`config.mk`:
```
export PLATFORM = sky130hd
export DESIGN_NAME = ahci_dma_rd_prd_seq
export DESIGN_NICKNAME = d
export VERILOG_FILES = /design/src/rtl/ahci_dma_rd_prd_seq.sv
export SDC_FILE = /design/constraint.sdc
export NUM_CORES = 1
export LEC_CHECK = 0
export ABC_AREA = 1
export CAP_MARGIN = 20
export CORE_ASPECT_RATIO = 2
export CORE_UTILIZATION = 40
export CTS_CLUSTER_DIAMETER = 80
export DETAILED_ROUTE_END_ITERATION = 8
export PLACE_DENSITY_LB_ADDON = 0.3
export SLEW_MARGIN = 20
export SYNTH_ARGS = -nofsm -noshare
export SYNTH_HDL_FRONTEND = slang
export SYNTH_SLANG_ARGS = --single-unit
```
`constraint.sdc`:
```
create_clock -name hclk -period 8.3 [get_ports hclk]
set_input_delay 2.49 -clock hclk [delete_from_list [all_inputs] [get_ports hclk]]
set_output_delay 2.49 -clock hclk [all_outputs]
set_load 0.005 [all_outputs]
```
`src/rtl/ahci_dma_rd_prd_seq.sv`:
```
// Per-PRD read sequencer: programs the realignment FIFO and splits one descriptor into 4 KB-safe AXI read bursts (<= 1 burst / 2 cycles).
// ar_* held stable until ar_ready; optional qword/PRD counters when AHCI_DMA_RD_PRD_SEQ_STAT_EN is defined.
module ahci_dma_rd_prd_seq #(
  parameter int WCNT_BITS = 21,
  parameter int MAX_BURST = 16
) (
  input  logic                 hclk,
  input  logic                 hrst,
  input  logic                 prd_vld,
  output logic                 prd_rdy,
  input  logic [31:1]          prd_dba,
  input  logic [21:0]          prd_dbc,
  input  logic                 prd_last,
  input  logic                 abort,
  output logic [WCNT_BITS-1:0] fifo_wcnt,
  output logic [1:0]           fifo_woffs,
  output logic                 fifo_start,
  output logic                 fifo_last_prd,
  input  logic                 fifo_done,
  input  logic                 fifo_done_flush,
  output logic [28:0]          ar_addr,
  output logic [3:0]           ar_len,
  output logic                 ar_valid,
  input  logic                 ar_ready,
  output logic                 busy,
  output logic                 prd_done,
  output logic                 xfer_done,
  output logic                 aborted
`ifdef AHCI_DMA_RD_PRD_SEQ_STAT_EN
  ,
  output logic [31:0]          stat_qw,
  output logic [15:0]          stat_prd
`endif
);

  typedef enum logic [2:0] {
    S_IDLE,
    S_LOAD,
    S_ISSUE,
    S_WAIT_DONE,
    S_WAIT_FLUSH
  } state_t;

  state_t      r_state;
  state_t      w_state_nxt;
  logic [31:1] r_dba;
  logic [21:0] r_dbc;
  logic        r_last;
  logic [28:0] r_qaddr;
  logic [32:0] r_qrem;
  logic        r_arv;
  logic [3:0]  r_ar_len;
  logic        r_abort_pend;
  logic        r_done_lat;
  logic        r_flush_lat;
  logic        r_prd_done;
  logic        r_xfer_done;
  logic        r_aborted;

  logic        w_accept;
  logic        w_hs;
  logic        w_abort_any;
  logic        w_take_abort;
  logic        w_arv_set;
  logic        w_prd_done_nxt;
  logic        w_xfer_done_nxt;
  logic        w_aborted_nxt;
  logic [32:0] w_end;
  logic [32:0] w_qrem_init;
  logic [9:0]  w_room;
  logic [4:0]  w_lim;
  logic [4:0]  w_n;
  logic [4:0]  w_nm1;

  assign prd_rdy       = (r_state == S_IDLE) && !abort && !hrst;
  assign fifo_start    = (r_state == S_LOAD);
  assign fifo_wcnt     = r_dbc[WCNT_BITS:1];
  assign fifo_woffs    = r_dba[2:1];
  assign fifo_last_prd = r_last;
  assign ar_addr       = r_qaddr;
  assign ar_len        = r_ar_len;
  assign ar_valid      = r_arv;
  assign busy          = (r_state != S_IDLE);
  assign prd_done      = r_prd_done;
  assign xfer_done     = r_xfer_done;
  assign aborted       = r_aborted;

  // End address is inclusive of the odd byte, so the qword span is end/8 - start/8 + 1.
  assign w_end       = {1'b0, r_dba, 1'b0} + {11'd0, r_dbc};
  assign w_qrem_init = (w_end >> 3) - {4'd0, r_dba[31:3]} + 33'd1;

  always_comb begin
    w_room = 10'd512 - {1'b0, r_qaddr[8:0]};
    w_lim  = (r_qrem > 33'(MAX_BURST)) ? 5'(MAX_BURST) : r_qrem[4:0];
    w_n    = ({5'd0, w_lim} > w_room) ? w_room[4:0] : w_lim;
    w_nm1  = w_n - 5'd1;
  end

  always_comb begin
    w_state_nxt     = r_state;
    w_accept        = 1'b0;
    w_take_abort    = 1'b0;
    w_arv_set       = 1'b0;
    w_prd_done_nxt  = 1'b0;
    w_xfer_done_nxt = 1'b0;
    w_aborted_nxt   = 1'b0;
    w_hs            = r_arv && ar_ready;
    w_abort_any     = abort || r_abort_pend;
    unique case (r_state)
      S_IDLE: begin
        if (abort) begin
          w_aborted_nxt = 1'b1;
        end else if (prd_vld) begin
          w_accept    = 1'b1;
          w_state_nxt = S_LOAD;
        end
      end
      S_LOAD: begin
        if (w_abort_any) w_take_abort = 1'b1;
        else             w_state_nxt  = S_ISSUE;
      end
      S_ISSUE: begin
        // A presented address is never withdrawn: abort waits for the handshake.
        if (!r_arv) begin
          if (w_abort_any) w_take_abort = 1'b1;
          else             w_arv_set    = 1'b1;
        end else if (w_hs) begin
          if (w_abort_any)                      w_take_abort = 1'b1;
          else if (r_qrem == {28'd0, w_n})      w_state_nxt  = S_WAIT_DONE;
        end
      end
      S_WAIT_DONE: begin
        if (w_abort_any) begin
          w_take_abort = 1'b1;
        end else if (fifo_done || r_done_lat) begin
          w_prd_done_nxt = 1'b1;
          w_state_nxt    = r_last ? S_WAIT_FLUSH : S_IDLE;
        end
      end
      S_WAIT_FLUSH: begin
        if (w_abort_any) begin
          w_take_abort = 1'b1;
        end else if (fifo_done_flush || r_flush_lat) begin
          w_xfer_done_nxt = 1'b1;
          w_state_nxt     = S_IDLE;
        end
      end
      default: w_state_nxt = S_IDLE;
    endcase
    if (w_take_abort) begin
      w_state_nxt   = S_IDLE;
      w_aborted_nxt = 1'b1;
    end
  end

  always_ff @(posedge hclk or posedge hrst) begin
    if (hrst) begin
      r_state      <= S_IDLE;
      r_dba        <= '0;
      r_dbc        <= '0;
      r_last       <= 1'b0;
      r_qaddr      <= '0;
      r_qrem       <= '0;
      r_arv        <= 1'b0;
      r_ar_len     <= '0;
      r_abort_pend <= 1'b0;
      r_done_lat   <= 1'b0;
      r_flush_lat  <= 1'b0;
      r_prd_done   <= 1'b0;
      r_xfer_done  <= 1'b0;
      r_aborted    <= 1'b0;
    end else begin
      r_state <= w_state_nxt;
      if (w_accept) begin
        r_dba  <= prd_dba;
        r_dbc  <= prd_dbc | 22'd1;
        r_last <= prd_last;
      end
      if (r_state == S_LOAD) begin
        r_qaddr <= r_dba[31:3];
        r_qrem  <= w_qrem_init;
      end
      if (w_arv_set) begin
        r_arv    <= 1'b1;
        r_ar_len <= w_nm1[3:0];
      end else if (w_hs) begin
        r_arv   <= 1'b0;
        r_qaddr <= r_qaddr + {24'd0, w_n};
        r_qrem  <= r_qrem - {28'd0, w_n};
      end
      r_abort_pend <= (r_state != S_IDLE) && !w_take_abort && (r_abort_pend || abort);
      // Early completions are remembered until the state that consumes them.
      r_done_lat   <= (r_state inside {S_LOAD, S_ISSUE}) && !w_take_abort &&
                      (r_done_lat || fifo_done);
      r_flush_lat  <= (r_state inside {S_LOAD, S_ISSUE, S_WAIT_DONE}) && !w_take_abort &&
                      (r_flush_lat || fifo_done_flush);
      r_prd_done   <= w_prd_done_nxt;
      r_xfer_done  <= w_xfer_done_nxt;
      r_aborted    <= w_aborted_nxt;
    end
  end

`ifdef AHCI_DMA_RD_PRD_SEQ_STAT_EN
  logic [31:0] r_stat_qw;
  logic [15:0] r_stat_prd;
  logic        r_cmd_end;

  assign stat_qw  = r_stat_qw;
  assign stat_prd = r_stat_prd;

  // Counters keep the finished command's totals visible until the next command starts.
  always_ff @(posedge hclk or posedge hrst) begin
    if (hrst) begin
      r_stat_qw  <= '0;
      r_stat_prd <= '0;
      r_cmd_end  <= 1'b0;
    end else begin
      if (w_accept && r_cmd_end) begin
        r_stat_qw  <= '0;
        r_stat_prd <= '0;
        r_cmd_end  <= 1'b0;
      end else begin
        if (w_hs)           r_stat_qw  <= r_stat_qw + {27'd0, w_n};
        if (w_prd_done_nxt) r_stat_prd <= r_stat_prd + 16'd1;
        if (w_xfer_done_nxt || w_aborted_nxt) r_cmd_end <= 1'b1;
      end
    end
  end
`endif

endmodule
```
==> out/metrics.csv, run 1 <==
stage,metric,value,unit
setup_path,cp_max_fo,10,
setup_path,worst_ep_required_time,8.64,ns
synthesis,synth_edf_count,0,
cells_and_area,drive_gt1_frac,0.0771,
setup_path,r2r_slack,1.74,ns
route,drt_iter0_drc,566,
global_route,track_usage,0.249,
setup_path,end_kind,flop,
setup_path,cpMaxStageDelayCell,o21ai_0,
synthesis,synth_seq_area_share,0.270,
floorplanning,start_util,0.405,
setup_path,critical_path.top_delay_family,simple AND/OR/NAND/NOR gates,
timing,fin_skew,0.00996,ns
timing,relSlewSlack,0.385,
synthesis,syn_area_per_cell,6.47,µm²
floorplanning,fp.dieArea,30600,µm²
setup_path,critPathLaunchType,flop,
synthesis,synthArstFlopShare,1.00,
synthesis,syn-cell-area,12000,µm²
cts,clockBufferDepth,2,
cts,cts_buffers,17,
setup_path,arrival,6.90,ns
cts,hold_buffers,0,
cts,clock-sinks,129,
global_route,grt_pass1_vias,12200,
setup_path,r2r_cells,39,
timing,tns,0,ns
route,vias,12100,
timing,fmax,152,MHz
route,met2_wirelength,20100,µm
timing,hold_ws,0.484,ns
route,viasPerCell,5.20,
route,drt-total-wl,37100,µm
setup_path,cpMostUsedCell,nor2_1,
timing,worst_pin_slew,0.922,ns
floorplanning,io_pins,125,
global_route,overflow,0,
timing,period_needed,6.56,ns
setup_path,path_class,flop to flop,
synthesis,syn_inst,1849,
cts,cts_tree,yes,
setup_path,reg2reg_to,ar_addr[26],
floorplanning,num_rows,89,
cells_and_area,mostFrequentLayoutCells,"nand2_1, inv_1, nor2_1",
min_path,hp-start,ar_len[0],
min_path,hold_path_class,flop to flop,
placed_design,gp_congestion,0.985,
route,wl_met1,13900,µm
setup_path,crit_cells,39,
placed_design,portBuffers,123,
cells_and_area,area_growth,18.7,%
route,wl_per_cell,15.9,µm
synthesis,synthDistinctLibCells,54,
cells_and_area,finalNetCount,2090,
route,top_layer,met4,
flow_run,cap_violations,0,
cts,ctsRootBufferMaster,clkbuf_16,
cts,cts.reportedPaths.clkPinSlew,0.06,ns
cts,cts-resized-gates,0,
placed_design,dp.cells,2304,
floorplanning,die_width,124,µm
setup_path,slowest_delay,0.61,ns
global_route,grt_pass1_wl,59900,µm
run_status,outcome,"finished, final reports clean",
global_route,grt_max_degree,82,
cells_and_area,diodes,0,
setup_path,critPathBufInv,8,
min_path,hold_end,ar_len[0],
synthesis,ys_ff_latch,129,
cells_and_area,final_cells,2336,
cts,cts_setup_buffers,0,
global_route,antenna_found_initial,0,
cts,worstSkewPairLatency,0.45,ns
route,route.detailed.drc,0,
timing,rsz0062_at_grt,false,
cells_and_area,layout.cells.most_common,nand2_1,
timing,setup_viol,0,
synthesis,yosys_most_used_dff,dfrtp_1,
timing,final_max_slew_viol_count,0,
route,routed-wl-met3,921,µm
floorplanning,die-height,247,µm
timing,min_period_over_period,0.791,
min_path,worstHoldPathCells,2,
route,postRouteAntennaNets,0,
route,first_pass_iters,5,
cts,cts-htree-levels,4,
synthesis,syn_nets,1980,
setup_path,crit_path_start,r_qrem[16],
placed_design,hpwl,29700,µm
synthesis,yosys_warnings,0,
timing,hold_viol,0,
setup_path,r2r-start,r_qrem[16],
floorplanning,core,29500,µm²
[logic make-up after synthesis]
group,after synthesis,share of synthesized area
AOI/OAI and AO/OA,298,0.137
muxes,25,0.0235
DFF,129,0.270
buffers and inverters,342,0.108
and+or+nand+nor,915,0.334
xor gates and xnor gates,70,0.0525
adders and majority gates,70,0.0751
[worst reg2reg max path, delay by kind of cell, from the launching register on]
kind | cells | cell delay (ns)
compound gates | 6 | 1.61
xor+xnor | 1 | 0.15
fa+ha+maj | 3 | 0.82
buf+inv | 8 | 0.56
flops | 1 | 0.42
simple gates | 21 | 2.91
[worst max path at each step]
stage                       end  slack [ns]
global placement    ar_addr[26]        1.74
CTS                 ar_addr[26]        1.68
finish              ar_addr[26]        1.74
global route        ar_addr[28]        0.86
detailed placement  ar_addr[26]        1.73
floorplan               aborted        2.37
[cell usage after synthesis, drive strengths merged (5+ instances only)]
| cell type | n | area share |
|---|---|---|
| o22ai | 12 | 0.0063 |
| buf | 7 | 0.0031 |
| a21oi | 144 | 0.061 |
| o21bai | 5 | 0.0031 |
| inv | 302 | 0.095 |
| xnor2 | 33 | 0.025 |
| nand3b | 9 | 0.0056 |
| a31oi | 7 | 0.0037 |
| clkbuf | 31 | 0.0097 |
| or2 | 6 | 0.0031 |
| mux2 | 25 | 0.024 |
| ha | 67 | 0.070 |
| nand3 | 101 | 0.047 |
| o21ai | 102 | 0.043 |
| nand2 | 480 | 0.16 |
| nor3 | 45 | 0.021 |
| dfrtp | 129 | 0.27 |
| xor2 | 37 | 0.027 |
| nand4 | 27 | 0.015 |
| o211ai | 5 | 0.0031 |
| nor2 | 241 | 0.083 |
[per-layer routing]
layer | up-vias | track usage
li1 | 6150 | -
met2 | 285 | 0.479
met4 | 0 | 0.168
met5 | - | 0
met1 | 5577 | 0.244
met3 | 126 | 0.0298
[flip-flops by register name, indices dropped and copies added (netlist names), 3 cells and up]
register	cells
r_dbc	21
r_state	3
ar_len	4
r_qrem	33
r_dba	31
ar_addr	29
[layout make-up]
class / instances / area (µm²)
Inverter: 304 / 1150
Clock inverter: 10 / 146
Timing Repair Buffer: 129 / 1280
Clock buffer: 22 / 494
Tap cell: 364 / 455
Multi-Input combinational cell: 1378 / 7450
Fill cell: 3013 / 15300
Sequential cell: 129 / 3230
[per-stage QoR]
stage	cell area [µm²]	worst slack, ns	util
after floorplan	12000	2.37	-
after global placement	13600	1.74	0.460
after detailed placement	13600	1.73	0.460
after CTS	14200	1.68	0.481
after global routing	14200	0.862	0.481
final	14200	1.74	0.481
Power of run 1 is left out: the tool's default activity adds up to more than one toggle a clock period on the data nets, which glitch-free logic cannot reach.
==> run 2, diff against run 1 <==
==> constraint.sdc (replaced) <==
create_clock -name hclk -period 6.1 [get_ports hclk]
set_input_delay 1.83 -clock hclk [delete_from_list [all_inputs] [get_ports hclk]]
set_output_delay 1.83 -clock hclk [all_outputs]
set_load 0.005 [all_outputs]
==> run 2 against run 1 <==
Clock skew is 0.0015 ns higher. Die area stayed put. Critical path type unchanged. Utilization is 0.23 points higher. Flip-flop and latch count stayed put. Critical endpoint is now r_qrem[30]. Design area is 0.48% higher. Wire length is 0.79% lower. Final cell count is 0.43% higher. Maximum frequency is 19% higher. Critical path depth is 10 lower. Setup slack worse by 1.2 ns. Via count is 0.44% lower. First-iteration DRC count is 7.1% higher.
==> out/metrics.csv, run 2 (synthesized netlist as in run 1, its figures left out) <==
stage,metric,value,unit,change
route,viasPerCell,5.15,,was 5.20
setup_path,worst_ep_required_time,6.49,ns,was 8.64 ns
global_route,grt_pass1_vias,12000,,was 12200
global_route,antenna_found_initial,0,,unchanged
min_path,hold_end,ar_len[2],,was ar_len[0]
setup_path,r2r_cells,29,,was 39
run_status,outcome,"finished, final reports clean",,unchanged
setup_path,end_kind,flop,,unchanged
route,vias,12100,,about the same
global_route,grt_max_degree,101,,was 82
flow_run,cap_violations,0,,unchanged
global_route,track_usage,0.248,,was 0.249
global_route,overflow,0,,unchanged
cts,cts_tree,yes,,unchanged
setup_path,cpMaxStageDelayCell,dfrtp_1,,was o21ai_0
placed_design,gp_congestion,0.998,,was 0.985
setup_path,slowest_delay,0.43,ns,was 0.61 ns
cells_and_area,layout.cells.most_common,nand2_1,,unchanged
floorplanning,die-height,247,µm,unchanged
setup_path,critPathBufInv,6,,was 8
floorplanning,core,29500,µm²,unchanged
setup_path,cpMostUsedCell,nand2_1,,was nor2_1
timing,tns,0,ns,unchanged
cells_and_area,largest_reg_flops,33,,unchanged
floorplanning,num_rows,89,,unchanged
cells_and_area,area_growth,19.3,%,was 18.7%
cts,worstSkewPairLatency,0.46,ns,was 0.45 ns
setup_path,critPathLaunchType,flop,,unchanged
setup_path,path_class,flop to flop,,unchanged
placed_design,portBuffers,123,,unchanged
global_route,grt_pass1_wl,59600,µm,was 59900 µm
setup_path,cp_max_fo,6,,was 10
timing,fin_skew,0.0115,ns,was 0.00996 ns
cts,ctsRootBufferMaster,clkbuf_16,,unchanged
cts,hold_buffers,0,,unchanged
cells_and_area,diodes,0,,unchanged
route,drt-total-wl,36900,µm,was 37100 µm
timing,relSlewSlack,0.361,,was 0.385
cts,cts_buffers,17,,unchanged
timing,fmax,181,MHz,was 152 MHz
cts,clock-sinks,129,,unchanged
cts,cts.reportedPaths.clkPinSlew,0.06,ns,about the same
timing,hold_viol,0,,unchanged
route,wl_per_cell,15.7,µm,was 15.9 µm
floorplanning,start_util,0.405,,unchanged
timing,rsz0062_at_grt,false,,unchanged
cells_and_area,drive_gt1_frac,0.0853,,was 0.0771
route,postRouteAntennaNets,0,,unchanged
cts,clockBufferDepth,2,,unchanged
floorplanning,die_width,124,µm,unchanged
timing,setup_viol,0,,unchanged
setup_path,reg2reg_to,r_qrem[30],,was ar_addr[26]
cells_and_area,mostFrequentLayoutCells,"nand2_1, inv_1, nor2_1",,unchanged
route,route.detailed.drc,0,,unchanged
floorplanning,fp.dieArea,30600,µm²,unchanged
setup_path,critical_path.top_delay_family,compound AO/OA/AOI/OAI gates,,was simple AND/OR/NAND/NOR gates
setup_path,r2r_slack,0.57,ns,was 1.74 ns
floorplanning,io_pins,125,,unchanged
timing,worst_pin_slew,0.959,ns,was 0.922 ns
placed_design,hpwl,29700,µm,about the same
timing,min_period_over_period,0.907,,was 0.791
min_path,hp-start,ar_len[2],,was ar_len[0]
setup_path,arrival,5.92,ns,was 6.90 ns
cells_and_area,finalNetCount,2100,,was 2090
min_path,worstHoldPathCells,2,,unchanged
cells_and_area,top_register,r_qrem,,unchanged
setup_path,r2r-start,r_qrem[10],,was r_qrem[16]
timing,period_needed,5.53,ns,was 6.56 ns
min_path,hold_path_class,flop to flop,,unchanged
route,first_pass_iters,5,,unchanged
route,drt_iter0_drc,606,,was 566
cts,cts-htree-levels,4,,unchanged
timing,final_max_slew_viol_count,0,,unchanged
run 2: changes by cell type in the layout (fill, tap and decap cells not counted), moves of 2 or more:
cell / delta
nor2_1: -2
nor2_2: +2
buf_4: +10
clkinvlp_4: -2
o21ai_0: -2
o21ai_1: +2
clkbuf_8: -5
clkinv_4: +2
clkinv_2: +2
nor3_1: -2
nor3_2: +2
run 2: metal layers:
metal	vias up	GRT usage	routed length [µm]
met5	-	0	0
met4	0	0.150	1970
met3	106	0.0298	895
met2	257	0.482	20200
met1	5545	0.246	13800
li1	6176	-	-
run 2: final cells by class:
class	count	area (µm²)
inverter	304	1150
clock inverter	14	179
fill	3016	15200
timing repair buffer	139	1350
multi-input combinational	1378	7480
clock buffer	18	429
sequential	129	3230
tap	364	455
run 2: worst max-delay path by stage:
stage	from	to	slack [ns]	depth (start not counted)
2_1_floorplan	hrst	aborted	0.83	1
3_3_place_gp	r_qrem[16]	ar_addr[26]	0.36	39
3_5_place_dp	r_qrem[16]	ar_addr[26]	0.35	39
4_1_cts	r_qrem[16]	ar_addr[26]	0.34	39
5_1_grt	r_qrem[14]	r_qrem[30]	0.002	33
6_report	r_qrem[10]	r_qrem[30]	0.57	29
run 2: metrics by stage:
step / worst slack [ns] / instance area, µm² / hold WS [ns] / std cells / utilization
detailed placement: 0.350 / 13600 / 0.482 / 2313 / 0.462
CTS: 0.336 / 14200 / 0.498 / 2345 / 0.482
finish: 0.570 / 14300 / 0.492 / 2346 / 0.484
floorplan: 0.829 / 12000 / 0.472 / 1849 / -
global placement: 0.362 / 13600 / 0.469 / 2313 / 0.462
global route: 0.00204 / 14300 / 0.534 / 2346 / 0.484
run 2: tightest hold or removal path, stage by stage (launching register included):
cell and delay, ns:
dfrtp_1 0.34, nand2_1 0.05, o21ai_0 0.06
run 2: repair_timing:
item / in CTS / in global routing
endpoints found under the setup margin: 0 / 13
gates resized for setup: 0 / 10
buffers inserted: 0 / 1
Power of run 2 is left out for the same reason.
==> run 3, diff against run 2 <==
--- a/config.mk
+++ b/config.mk
@@ -8,7 +8,7 @@
 export ABC_AREA = 1
 export CAP_MARGIN = 20
 export CORE_ASPECT_RATIO = 2
-export CORE_UTILIZATION = 40
+export CORE_UTILIZATION = 59
 export CTS_CLUSTER_DIAMETER = 80
 export DETAILED_ROUTE_END_ITERATION = 8
 export PLACE_DENSITY_LB_ADDON = 0.3
==> run 3 against run 2 <==
Critical path depth grew 13. Worst hold slack got worse by 0.0056 ns. Count of clock-buffer cells in the layout unchanged. First-iteration DRC count grew 0.99%. Flip-flop and latch count unchanged. Critical path type unchanged. Utilization grew 23 points. Setup slack worse by 0.18 ns. Largest cell class unchanged.
==> out/metrics.csv, run 3 (synthesized netlist as in run 1, its figures left out) <==
stage,metric,value,unit,change
route,route.detailed.drc,0,,unchanged
cts,cts.reportedPaths.clkPinSlew,0.06,ns,about the same
setup_path,reg2reg_to,ar_addr[26],,was r_qrem[30]
route,wl_per_cell,16.2,µm,was 15.7 µm
route,vias,12600,,was 12100
timing,worst_pin_slew,1.01,ns,was 0.959 ns
floorplanning,die-height,203,µm,was 247 µm
setup_path,critPathLaunchType,flop,,unchanged
floorplanning,num_rows,73,,was 89
flow_run,cap_violations,0,,unchanged
setup_path,cpMostUsedCell,inv_1,,was nand2_1
timing,fin_skew,0.00966,ns,was 0.0115 ns
global_route,track_usage,0.363,,was 0.248
cells_and_area,finalNetCount,2099,,was 2100
setup_path,slowest_delay,0.44,ns,was 0.43 ns
setup_path,end_kind,flop,,unchanged
setup_path,worst_ep_required_time,6.44,ns,was 6.49 ns
cells_and_area,largest_reg_flops,33,,unchanged
route,drt_iter0_drc,612,,was 606
cts,cts_tree,yes,,unchanged
cells_and_area,multi_input_area,7520,µm²,was 7480 µm²
cts,cts_buffers,17,,unchanged
cells_and_area,register_area,3230,µm²,unchanged
timing,timing.final.ws_setup,0.393,ns,was 0.570 ns
setup_path,cp_max_fo,5,,was 6
route,first_pass_iters,5,,unchanged
setup_path,path_class,flop to flop,,unchanged
cells_and_area,mostFrequentLayoutCells,"nand2_1, inv_1, nor2_1",,unchanged
timing,final_max_slew_viol_count,0,,unchanged
timing,fmax,175,MHz,was 181 MHz
setup_path,crit_path_start,r_qrem[16],,was r_qrem[10]
global_route,grt_max_degree,82,,was 101
placed_design,place_area,13500,µm²,was 13600 µm²
placed_design,gp_congestion,0.969,,was 0.998
floorplanning,io_pins,125,,unchanged
min_path,hold_path_class,flop to flop,,unchanged
cts,cts-htree-levels,4,,unchanged
setup_path,r2r-start,r_qrem[16],,was r_qrem[10]
placed_design,hpwl,28300,µm,was 29700 µm
route,viasPerCell,5.61,,was 5.15
setup_path,setup.worst_path.end,ar_addr[26],,was r_qrem[30]
placed_design,dpl_worst_slack,0.238,ns,was 0.350 ns
cells_and_area,drive_gt1_frac,0.0883,,was 0.0853
cts,worstSkewPairLatency,0.45,ns,was 0.46 ns
floorplanning,start_util,0.601,,was 0.405
cells_and_area,fillers,1778,,was 3016
timing,setup_viol,0,,unchanged
global_route,grt_pass1_wl,57600,µm,was 59600 µm
global_route,grt_pass1_vias,12300,,was 12000
setup_path,cpMaxStageDelayCell,dfrtp_1,,unchanged
cts,clock-sinks,129,,unchanged
timing,relSlewSlack,0.327,,was 0.361
setup_path,r2r_cells,42,,was 29
route,postRouteAntennaNets,0,,unchanged
route,drt-total-wl,36300,µm,was 36900 µm
run_status,outcome,"finished, final reports clean",,unchanged
cells_and_area,area_growth,18.6,%,was 19.3%
setup_path,r2r_slack,0.39,ns,was 0.57 ns
cells_and_area,design_area,14200,µm²,was 14300 µm²
timing,tns,0,ns,unchanged
floorplanning,die_width,103,µm,was 124 µm
cells_and_area,top_register,r_qrem,,unchanged
cells_and_area,diodes,0,,unchanged
global_route,overflow,0,,unchanged
floorplanning,core,19900,µm²,was 29500 µm²
floorplanning,fp.dieArea,20900,µm²,was 30600 µm²
timing,period_needed,5.71,ns,was 5.53 ns
global_route,antenna_found_initial,0,,unchanged
cts,clockBufferDepth,2,,unchanged
timing,min_period_over_period,0.936,,was 0.907
cells_and_area,layout.cells.most_common,nand2_1,,unchanged
cts,ctsRootBufferMaster,clkbuf_16,,unchanged
setup_path,arrival,6.05,ns,was 5.92 ns
timing,hold_viol,0,,unchanged
placed_design,portBuffers,123,,unchanged
==> run 3: worst max-delay path, delay by kind of cell (launching register included) <==
| family | cells | cell delay (ns) |
|---|---|---|
| fa+ha+maj | 3 | 0.88 |
| flops | 1 | 0.44 |
| xor+xnor | 1 | 0.15 |
| simple gates | 22 | 2.38 |
| buf+inv | 10 | 0.95 |
| compound gates | 6 | 0.76 |
==> run 3: layout make-up <==
type	count	area share
Inverter	304	0.0808
Clock buffer	18	0.0309
Timing Repair Buffer	138	0.0947
Multi-Input combinational cell	1378	0.530
Tap cell	262	0.0231
Clock inverter	14	0.0132
Sequential cell	129	0.227
==> run 3: layer usage <==
layer | GRT usage | vias up | wire length [µm]
li1 | - | 6160 | -
met1 | 0.355 | 5843 | 12800
met2 | 0.677 | 445 | 19700
met3 | 0.0559 | 142 | 1710
met4 | 0.236 | 0 | 2160
met5 | 0 | - | 0
==> run 3: what timing repair did <==
action                     4_1_cts  5_1_grt
hold buffers                     0        0
buffers inserted                 0        2
setup endpoints to repair        0       29
gates resized for setup          0       18
==> run 3: stage by stage <==
stage	utilization	hold slack [ns]	cells
after floorplan	-	0.472	1849
after global placement	0.677	0.467	2209
after detailed placement	0.677	0.476	2209
after CTS	0.709	0.489	2241
after global routing	0.713	0.531	2243
final	0.713	0.486	2243
==> run 3: how the worst min path moves through the flow <==
stage / startpoint / endpoint / cells after the start
after global placement: ar_len[2] / ar_len[2] / 2
after detailed placement: ar_len[1] / ar_len[1] / 2
after floorplan: r_flush_lat / xfer_done / 2
final: ar_len[1] / ar_len[1] / 2
after global routing: ar_len[0] / ar_len[0] / 2
after CTS: ar_len[1] / ar_len[1] / 2
Power of run 3 is left out for the same reason.
